`src/rtl/ghr_checkpoint_mgr_pkg.sv`:
```
// Shared types and helpers for the gshare global-history checkpoint manager.
package ghr_checkpoint_mgr_pkg;

    localparam int GHR_WIDTH_DEF = 8;
    localparam int DEPTH_DEF     = 8;
    localparam int GHR_MAX       = 32;

    typedef struct packed {
        logic [GHR_WIDTH_DEF-1:0] snapshot;
        logic                     pred_taken;
    } ckpt_entry_t;

    // Callers zero-extend into GHR_MAX bits and truncate the result back to their width.
    function automatic logic [GHR_MAX-1:0] ghr_shift(input logic [GHR_MAX-1:0] hist,
                                                     input logic bit_in);
        return (hist << 1) | GHR_MAX'(bit_in);
    endfunction

endpackage

```
`src/rtl/ghr_ckpt_fifo.sv`:
```
// Synchronous checkpoint FIFO with clear; clear wins over push and pop.
module ghr_ckpt_fifo #(
    parameter int WIDTH = 9,
    parameter int DEPTH = 8
) (
    input  logic             clk,
    input  logic             rst_n,
    input  logic             push,
    input  logic             pop,
    input  logic             clear,
    input  logic [WIDTH-1:0] data,
    output logic [WIDTH-1:0] head,
    output logic             full,
    output logic             empty
);

    localparam int AW = $clog2(DEPTH);

    logic [WIDTH-1:0] mem [DEPTH];
    logic [AW-1:0]    wr_ptr;
    logic [AW-1:0]    rd_ptr;
    logic [AW:0]      count;
    logic             do_push;
    logic             do_pop;

    assign full    = (count == (AW+1)'(DEPTH));
    assign empty   = (count == '0);
    assign head    = mem[rd_ptr];
    assign do_push = push && !full && !clear;
    assign do_pop  = pop && !empty && !clear;

    always_ff @(posedge clk) begin
        if (do_push) begin
            mem[wr_ptr] <= data;
        end
    end

    always_ff @(posedge clk or negedge rst_n) begin
        if (!rst_n) begin
            wr_ptr <= '0;
            rd_ptr <= '0;
            count  <= '0;
        end else if (clear) begin
            rd_ptr <= wr_ptr;
            count  <= '0;
        end else begin
            if (do_push) wr_ptr <= wr_ptr + AW'(1);
            if (do_pop)  rd_ptr <= rd_ptr + AW'(1);
            case ({do_push, do_pop})
                2'b10:   count <= count + (AW+1)'(1);
                2'b01:   count <= count - (AW+1)'(1);
                default: count <= count;
            endcase
        end
    end

endmodule

```
`src/rtl/ghr_checkpoint_mgr.sv`:
```
// Speculative/committed global history owner with per-branch GHR checkpoints and PHT update strobe.
module ghr_checkpoint_mgr
    import ghr_checkpoint_mgr_pkg::*;
#(
    parameter int GHR_WIDTH = GHR_WIDTH_DEF,
    parameter int DEPTH     = DEPTH_DEF
) (
    input  logic                 clk,
    input  logic                 rst_n,
    input  logic                 if1_pred_valid,
    input  logic                 if1_pred_taken,
    output logic [GHR_WIDTH-1:0] ghr_spec,
    output logic                 ckpt_full,
    input  logic                 ex_resolve_valid,
    input  logic                 ex_taken,
    input  logic                 ex_mispredict,
    input  logic                 flush,
    output logic                 pht_we,
    output logic                 pht_branched,
    output logic [GHR_WIDTH-1:0] pht_ghr,
    output logic [GHR_WIDTH-1:0] ghr_arch,
    output logic                 err_underflow
);

    logic [GHR_WIDTH:0]   head;
    logic [GHR_WIDTH-1:0] head_snap;
    logic                 head_pred_unused;
    logic                 fifo_empty;
    logic                 resolve_ok;
    logic                 mispred;
    logic                 push_ok;
    logic [GHR_WIDTH-1:0] ghr_arch_nxt;

    assign head_snap        = head[GHR_WIDTH:1];
    assign head_pred_unused = head[0];

    assign resolve_ok = ex_resolve_valid && !fifo_empty;
    assign mispred    = resolve_ok && ex_mispredict;
    // Fullness is the start-of-cycle value, so a same-cycle pop never admits the push.
    assign push_ok    = if1_pred_valid && !ckpt_full && !flush && !(ex_resolve_valid && ex_mispredict);

    always_comb begin
        ghr_arch_nxt = ghr_arch;
        if (resolve_ok) begin
            ghr_arch_nxt = GHR_WIDTH'(ghr_shift(GHR_MAX'(ghr_arch), ex_taken));
        end
    end

    ghr_ckpt_fifo #(
        .WIDTH (GHR_WIDTH + 1),
        .DEPTH (DEPTH)
    ) u_fifo (
        .clk   (clk),
        .rst_n (rst_n),
        .push  (push_ok),
        .pop   (resolve_ok),
        .clear (flush || mispred),
        .data  ({ghr_spec, if1_pred_taken}),
        .head  (head),
        .full  (ckpt_full),
        .empty (fifo_empty)
    );

    always_ff @(posedge clk or negedge rst_n) begin
        if (!rst_n) begin
            ghr_spec      <= '0;
            ghr_arch      <= '0;
            pht_we        <= 1'b0;
            pht_branched  <= 1'b0;
            pht_ghr       <= '0;
            err_underflow <= 1'b0;
        end else begin
            pht_we   <= resolve_ok;
            ghr_arch <= ghr_arch_nxt;
            if (resolve_ok) begin
                pht_branched <= ex_taken;
                pht_ghr      <= head_snap;
            end
            if (ex_resolve_valid && fifo_empty) begin
                err_underflow <= 1'b1;
            end
            // Flush restores from committed history including this cycle's resolve.
            if (flush) begin
                ghr_spec <= ghr_arch_nxt;
            end else if (mispred) begin
                ghr_spec <= GHR_WIDTH'(ghr_shift(GHR_MAX'(head_snap), ex_taken));
            end else if (push_ok) begin
                ghr_spec <= GHR_WIDTH'(ghr_shift(GHR_MAX'(ghr_spec), if1_pred_taken));
            end
        end
    end

    a_head_matches_arch: assert property (@(posedge clk) disable iff (!rst_n)
        !fifo_empty |-> (head_snap == ghr_arch));

endmodule
```
`config.mk`:
```
export PLATFORM = sky130hd
export DESIGN_NAME = ghr_checkpoint_mgr
export DESIGN_NICKNAME = d
export VERILOG_FILES = /design/src/rtl/ghr_checkpoint_mgr_pkg.sv /design/src/rtl/ghr_ckpt_fifo.sv /design/src/rtl/ghr_checkpoint_mgr.sv
export SDC_FILE = /design/constraint.sdc
export NUM_CORES = 1
export LEC_CHECK = 0
export ABC_AREA = 1
export BUFFER_PORTS_ARGS = -buffer_cell sky130_fd_sc_hd__buf_2
export CAP_MARGIN = 0
export CORE_ASPECT_RATIO = 0.6
export CORE_MARGIN = 5
export CORE_UTILIZATION = 40
export DETAILED_ROUTE_END_ITERATION = 7
export MAX_ROUTING_LAYER = met4
export SETUP_SLACK_MARGIN = 0.02
export SLEW_MARGIN = 0
export SYNTH_ARGS = -nofsm -noshare
export SYNTH_HDL_FRONTEND = slang
export SYNTH_SLANG_ARGS = --single-unit
```
`constraint.sdc`:
```
create_clock -name clk -period 2.21 [get_ports clk]
set_clock_uncertainty 0.1 [all_clocks]
set_input_delay 0.1105 -clock clk [delete_from_list [all_inputs] [get_ports clk]]
set_output_delay 0.1105 -clock clk [all_outputs]
set_load 0.05 [all_outputs]
```
; ---- Yosys cells after proc, flatten, opt, wreduce, memory -nomap -nowiden
; Memory sizes are Yosys's and may differ from the RTL's.
; Cells that the tools add are included.
[totals]
regBits = 37
wordCells = 53
in_bits = 8
ramBits = 72
mem_count = 1
out_inout_bits = 28
[memory_table]
columns = memory, depth, width, rd, rd_ports_with_merged_regs, write_ports, line
row1 = u_fifo.mem, 8, 9, 1, 0, 1, ghr_ckpt_fifo.sv:19  ; logic [WIDTH-1:0] mem [DEPTH];
[classes]
n_eq_ne = 3
addsub = 4
bitwise_logic = 4
muxes = 10
n_reduce_logical = 22
[ops]
columns = operator, n
row1 = two-way mux 8 bit, 4
row2 = bitwise OR 8 x 1 -> 8 bit, 3
row3 = logical AND 1 bit, 11
row4 = case mux 4 bit (2 select lines), 1
row5 = "adder 3 x 1 -> 3 bit, second input constant", 2
row6 = two-way mux 3 bit, 2
row7 = nonzero test 3 bit, 2
row8 = logical NOT 1 bit, 5
row9 = "adder 4 x 1 -> 4 bit, second input constant", 1
row10 = "equality test 4 bit, second input constant", 1
row11 = logical NOT 4 bit, 1
row12 = two-way mux 4 bit, 1
row13 = "subtractor 4 x 1 -> 4 bit, second input constant", 1
row14 = "equality test 2 x 1 -> 1 bit, second input constant", 1
row15 = "equality test 2 bit, second input constant", 1
row16 = two-way mux 1 bit, 2
row17 = AND reduction 2 bit, 1
row18 = nonzero test 2 bit, 1
row19 = logical OR 1 bit, 1
row20 = inverter 1 bit, 1

; ---- Depth between registers and ports, before layout
[depth]
depth_word = 10
depth_mapped = 16

; ---- By module
; From an unflattened synthesis, not the netlist that was laid out.
[hier_totals]
hier_cells = 437
area_unflattened_um2 = 4815.9
[modules_own_cells]
columns = module, area_per_inst_um2, instances, seq_area_each_um2, cells_per_inst
row1 = ghr_ckpt_fifo, 3517.1, 1, 2412.3, 275
row2 = ghr_checkpoint_mgr, 1298.7, 1, 675.6, 162

; ---- Least setup slack after synthesis
; No wires, ideal clock.
[synth_path]
path_type = flip-flop to flip-flop
startpoint = reg u_fifo.count[1]
endpoint = reg u_fifo.count[2]
path_stages_with_launch = 16
setup_time_ns = 0.071
n_path_buf = 0
path_slack_ns = -0.065
t_arrival_ns = 2.104
path_cell_list = dfrtp_1 nor2_2 nand3_2 nand2_2 inv_1 nand2_1 inv_1 ha_1 or2_2 and2_1 ha_1 inv_1 nand2_1 o21ai_0 a21oi_1 nor2_1
[synth_via]
elab_chain_cells = 10
word_cells_on_any_way = 22
[synth_lines]
columns = element, line
row1 = "start, declared", ghr_ckpt_fifo.sv:22  ; logic [AW:0] count;
row2 = "start signal, assigned", ghr_ckpt_fifo.sv:50  ; 2'b10: count <= count + (AW+1)'(1);
row3 = "start signal, assigned", ghr_ckpt_fifo.sv:51  ; 2'b01: count <= count - (AW+1)'(1);
row4 = "start signal, assigned", ghr_ckpt_fifo.sv:52  ; default: count <= count;
row5 = logical NOT 4 bit (*), ghr_ckpt_fifo.sv:27  ; assign empty = (count == '0);
row6 = logical NOT 1 bit (*), ghr_checkpoint_mgr.sv:37  ; assign resolve_ok = ex_resolve_valid && !fifo_empty;
row7 = logical AND 1 bit (*), ghr_checkpoint_mgr.sv:37
row8 = net resolve_ok, ghr_checkpoint_mgr.sv:29  ; logic resolve_ok;
row9 = logical AND 1 bit, ghr_checkpoint_mgr.sv:38  ; assign mispred = resolve_ok && ex_mispredict;
row10 = logical OR 1 bit, ghr_checkpoint_mgr.sv:57  ; .clear (flush || mispred),
row11 = logical NOT 1 bit, "ghr_ckpt_fifo.sv:29, ghr_ckpt_fifo.sv:30"
row12 = "logical AND 1 bit, on equally long branches", "ghr_ckpt_fifo.sv:30, ghr_ckpt_fifo.sv:29"
row13 = equality test 2 x 1 -> 1 bit / equality test 2 bit (equally long branches), ghr_ckpt_fifo.sv:49  ; case ({do_push, do_pop})
row14 = case mux 4 bit (2 select lines), ghr_ckpt_fifo.sv:49
row15 = two-way mux 4 bit, ghr_ckpt_fifo.sv:43  ; end else if (clear) begin
; The timed path passes the listed nets; every way through them passes the cells marked *.
; A chain may end at the register's enable or synchronous reset.

; ---- Worst setup path after layout
[layout_path]
startpoint = reg u_fifo.count[0]
endpoint = reg u_fifo.count[2]
; The elaborated chain is that of the path after synthesis.

==> impl_metrics.tcl <==
set metrics [dict create \
    first_iter_violations 280 \
    yosys_warnings 0 \
    maxCapViolations 0 \
    fin_nets 558 \
    grt_pass1_wl_mm 17.9 \
    cts_sinks 101 \
    synth_cell_types 29 \
    cts_tree "built" \
    required_ps 2380 \
    wire_per_inst_um 16.0 \
    core-area_mm2 0.0113 \
    dieArea_mm2 0.0138 \
    syn_inst 486 \
    synth_seq_cells 101 \
    fillCellCount 1019 \
    reg2reg_slack_ps 60 \
    ant_nets 0 \
    clk_pin_slew_ps 70 \
    antenna_found_initial 0 \
    syn_area_per_cell_um2 9.47 \
    die_y_um 93.1 \
    min_to "pht_branched" \
    arrival_ps 2320 \
    cts-root-buf "clkbuf_16" \
    mostFrequentLayoutCells "127 x nand2_1, 79 x inv_1, 76 x nand3_1" \
    tightest_slew_ps 826 \
    io-pin-count 36 \
    whs_path_depth 3 \
    rows 30 \
    worst-setup-path-type "register to register" \
    grt_overflow 0 \
    p_total_mw 7.67 \
    drtPass1Iterations 4 \
    hold_class "input port to register" \
    cts-buffers-inserted 9 \
    n_antenna_cell 0 \
    synth_nets 500 \
    final_cells 693 \
    grt_pass1_vias 3251 \
    critPathMaxFanout 3 \
    min_period_over_period_pct 97.2 \
    reg2regPathDepth 15 \
    grt_usage_pct 17.2 \
    utilization_pct 49.0 \
    drive_above_1_share_pct 18.9 \
    numPortBuffers 35 \
    report.final.setup_viol 0 \
    hp-start "ex_taken" \
    route.detailed.drc 0 \
    r2r_end "u_fifo.count[2]" \
    clock.fmax_mhz 465 \
    rsz0062_at_grt "true" \
    syn_area_mm2 0.00460 \
    pre_cts_ws_ps -72.4 \
    vdd_drop_max_mv 0.683 \
    finalCriticalPeriod_ps 2150 \
    clk_latency_ps 340 \
    rr_startpoint "u_fifo.count[0]" \
    status "finished clean" \
    vias_per_cell 4.91 \
    p_per_area_mw_per_mm2 1390 \
    yosysSeqAreaShare_pct 61.8 \
    grt_max_degree 38 \
    fin_setup_tns_ps 0 \
    setup_ws_ps 60.9 \
    hpwlAfterDp_mm 7.56 \
    cp-start-kind "register" \
    place.gp.congestion 0.785 \
    hold_viol_final 0 \
    power.leakage_nw 2.63 \
    placed_cells 669 \
    max_slew_margin_pct 44.9 \
    clk_path_buf_depth 2 \
    final_common_cell "nand2_1" \
    num_vias 3406 \
    htree_levels 3 \
    fp.dieW_um 149 \
    maxSlewViolCount 0 \
    area_growth_pct 19.8 \
    postRouteWirelength_mm 11.1 \
    end_kind "register" \
    initial_utilization_pct 40.9 \
]
-- flip-flops by register name, indices dropped and copies added (netlist names) --
signal	flops
pht_ghr	8
pht_branched	1
ghr_arch	8
pht_we	1
u_fifo.mem	64
err_underflow	1
u_fifo.rd_ptr	3
u_fifo.wr_ptr	3
u_fifo.count	4
ghr_spec	8
-- repair_timing --
action / in CTS / in global routing
gates resized for setup: 10 / 11
endpoints found under the hold margin: 38 / 0
pin swaps: 9 / 11
setup endpoints to repair: 2 / 3
buffers inserted: 2 / 4
hold buffers: 2 / 0
gates cloned: 0 / 0
-- cell usage after synthesis --
library cell	number	area, µm²
nor3_1	8	40.0
a21oi_1	4	20.0
ha_1	6	75.1
clkbuf_1	5	18.8
o21ai_2	1	8.76
nor2_2	2	12.5
nand3_1	77	385
buf_1	1	3.75
dfrtp_1	37	926
o21ai_1	1	5.00
a21oi_4	1	16.3
nand2_1	131	492
edfxtp_1	64	1920
xnor2_1	1	8.76
o211ai_1	2	15.0
o21bai_1	2	15.0
or2_2	1	6.26
nor2_1	12	45.0
o21ai_0	23	115
buf_6	2	22.5
and2_1	1	6.26
nand3_2	1	10.0
nand2_2	2	12.5
inv_1	84	315
nand4_1	1	6.26
xor2_1	4	35.0
buf_2	10	50.1
buf_4	1	7.51
a21oi_2	1	8.76
-- cells by family (layout without fill, tap and decap cells) --
| logic type | count (synthesis) | after routing | synth area share [%] |
|---|---|---|---|
| XOR/XNOR | 5 | 5 | 0.951 |
| flip-flops | 101 | 101 | 61.8 |
| AND/OR/NAND/NOR | 236 | 236 | 22.1 |
| AO/OA/AOI/OAI | 35 | 35 | 4.43 |
| buffers and inverters | 103 | 166 | 9.08 |
| adder cells (fa/ha/maj) | 6 | 6 | 1.63 |
-- metrics by stage --
step / cell area [µm²] / hold WS, ps
after floorplan: 4620 / -285
after global routing: 5520 / 82.3
after CTS: 5440 / 9.40
after global placement: 5060 / 162
final: 5520 / 13.1
after detailed placement: 5060 / 166
-- metal layers --
layer / part of all wire, % / GRT usage [%] / wire [µm] / up-vias
met5: 0 / - / 0 / -
met4: 0.61 / 2.84 / 68 / 0
met3: 6.9 / 3.63 / 770 / 7
met2: 41 / 23.5 / 4560 / 93
met1: 51 / 26.6 / 5690 / 1623
li1: - / - / - / 1683
-- area by class of cell --
| type | count | area (µm²) | area share [%] |
|---|---|---|---|
| clock buffer | 9 | 225 | 4.08 |
| clock inverter | 7 | 87.6 | 1.59 |
| inverter | 84 | 318 | 5.76 |
| multi-input combinational | 282 | 1430 | 25.9 |
| sequential | 101 | 2850 | 51.6 |
| tap | 144 | 180 | 3.27 |
| timing repair buffer | 66 | 433 | 7.85 |
-- worst max-delay path by stage --
stage                       to  cells after the start             from  slack (ps)
3_5_place_dp   u_fifo.count[2]                     15  u_fifo.count[0]         -70
5_1_grt        u_fifo.count[3]                     16  u_fifo.count[0]        -140
2_1_floorplan  u_fifo.count[2]                     15  u_fifo.count[0]          10
4_1_cts        u_fifo.count[2]                     15  u_fifo.count[1]          20
6_report       u_fifo.count[2]                     15  u_fifo.count[0]          60
3_3_place_gp   u_fifo.count[2]                     15  u_fifo.count[0]          50
-- power breakdown --
group | switching (mW) | total, mW | leakage [nW] | internal (mW)
logic | 2.25 | 3.15 | 1.44 | 0.900
registers | 0.354 | 2.85 | 1.04 | 2.49
clock network | 0.683 | 1.67 | 0.157 | 0.987
total | 3.29 | 7.67 | 2.63 | 4.38
-- critical path: stages, from the launching register on --
cell	delay, ps
dfrtp_1	410
nor2_4	140
nand3_4	120
nand2_4	80
inv_2	40
nand2_2	50
inv_2	40
ha_4	160
or2_4	230
and2_4	160
ha_4	150
inv_2	40
nand2_2	60
o21ai_2	130
a21oi_2	40
nor2_1	110
(Power assumes the default switching activity.)
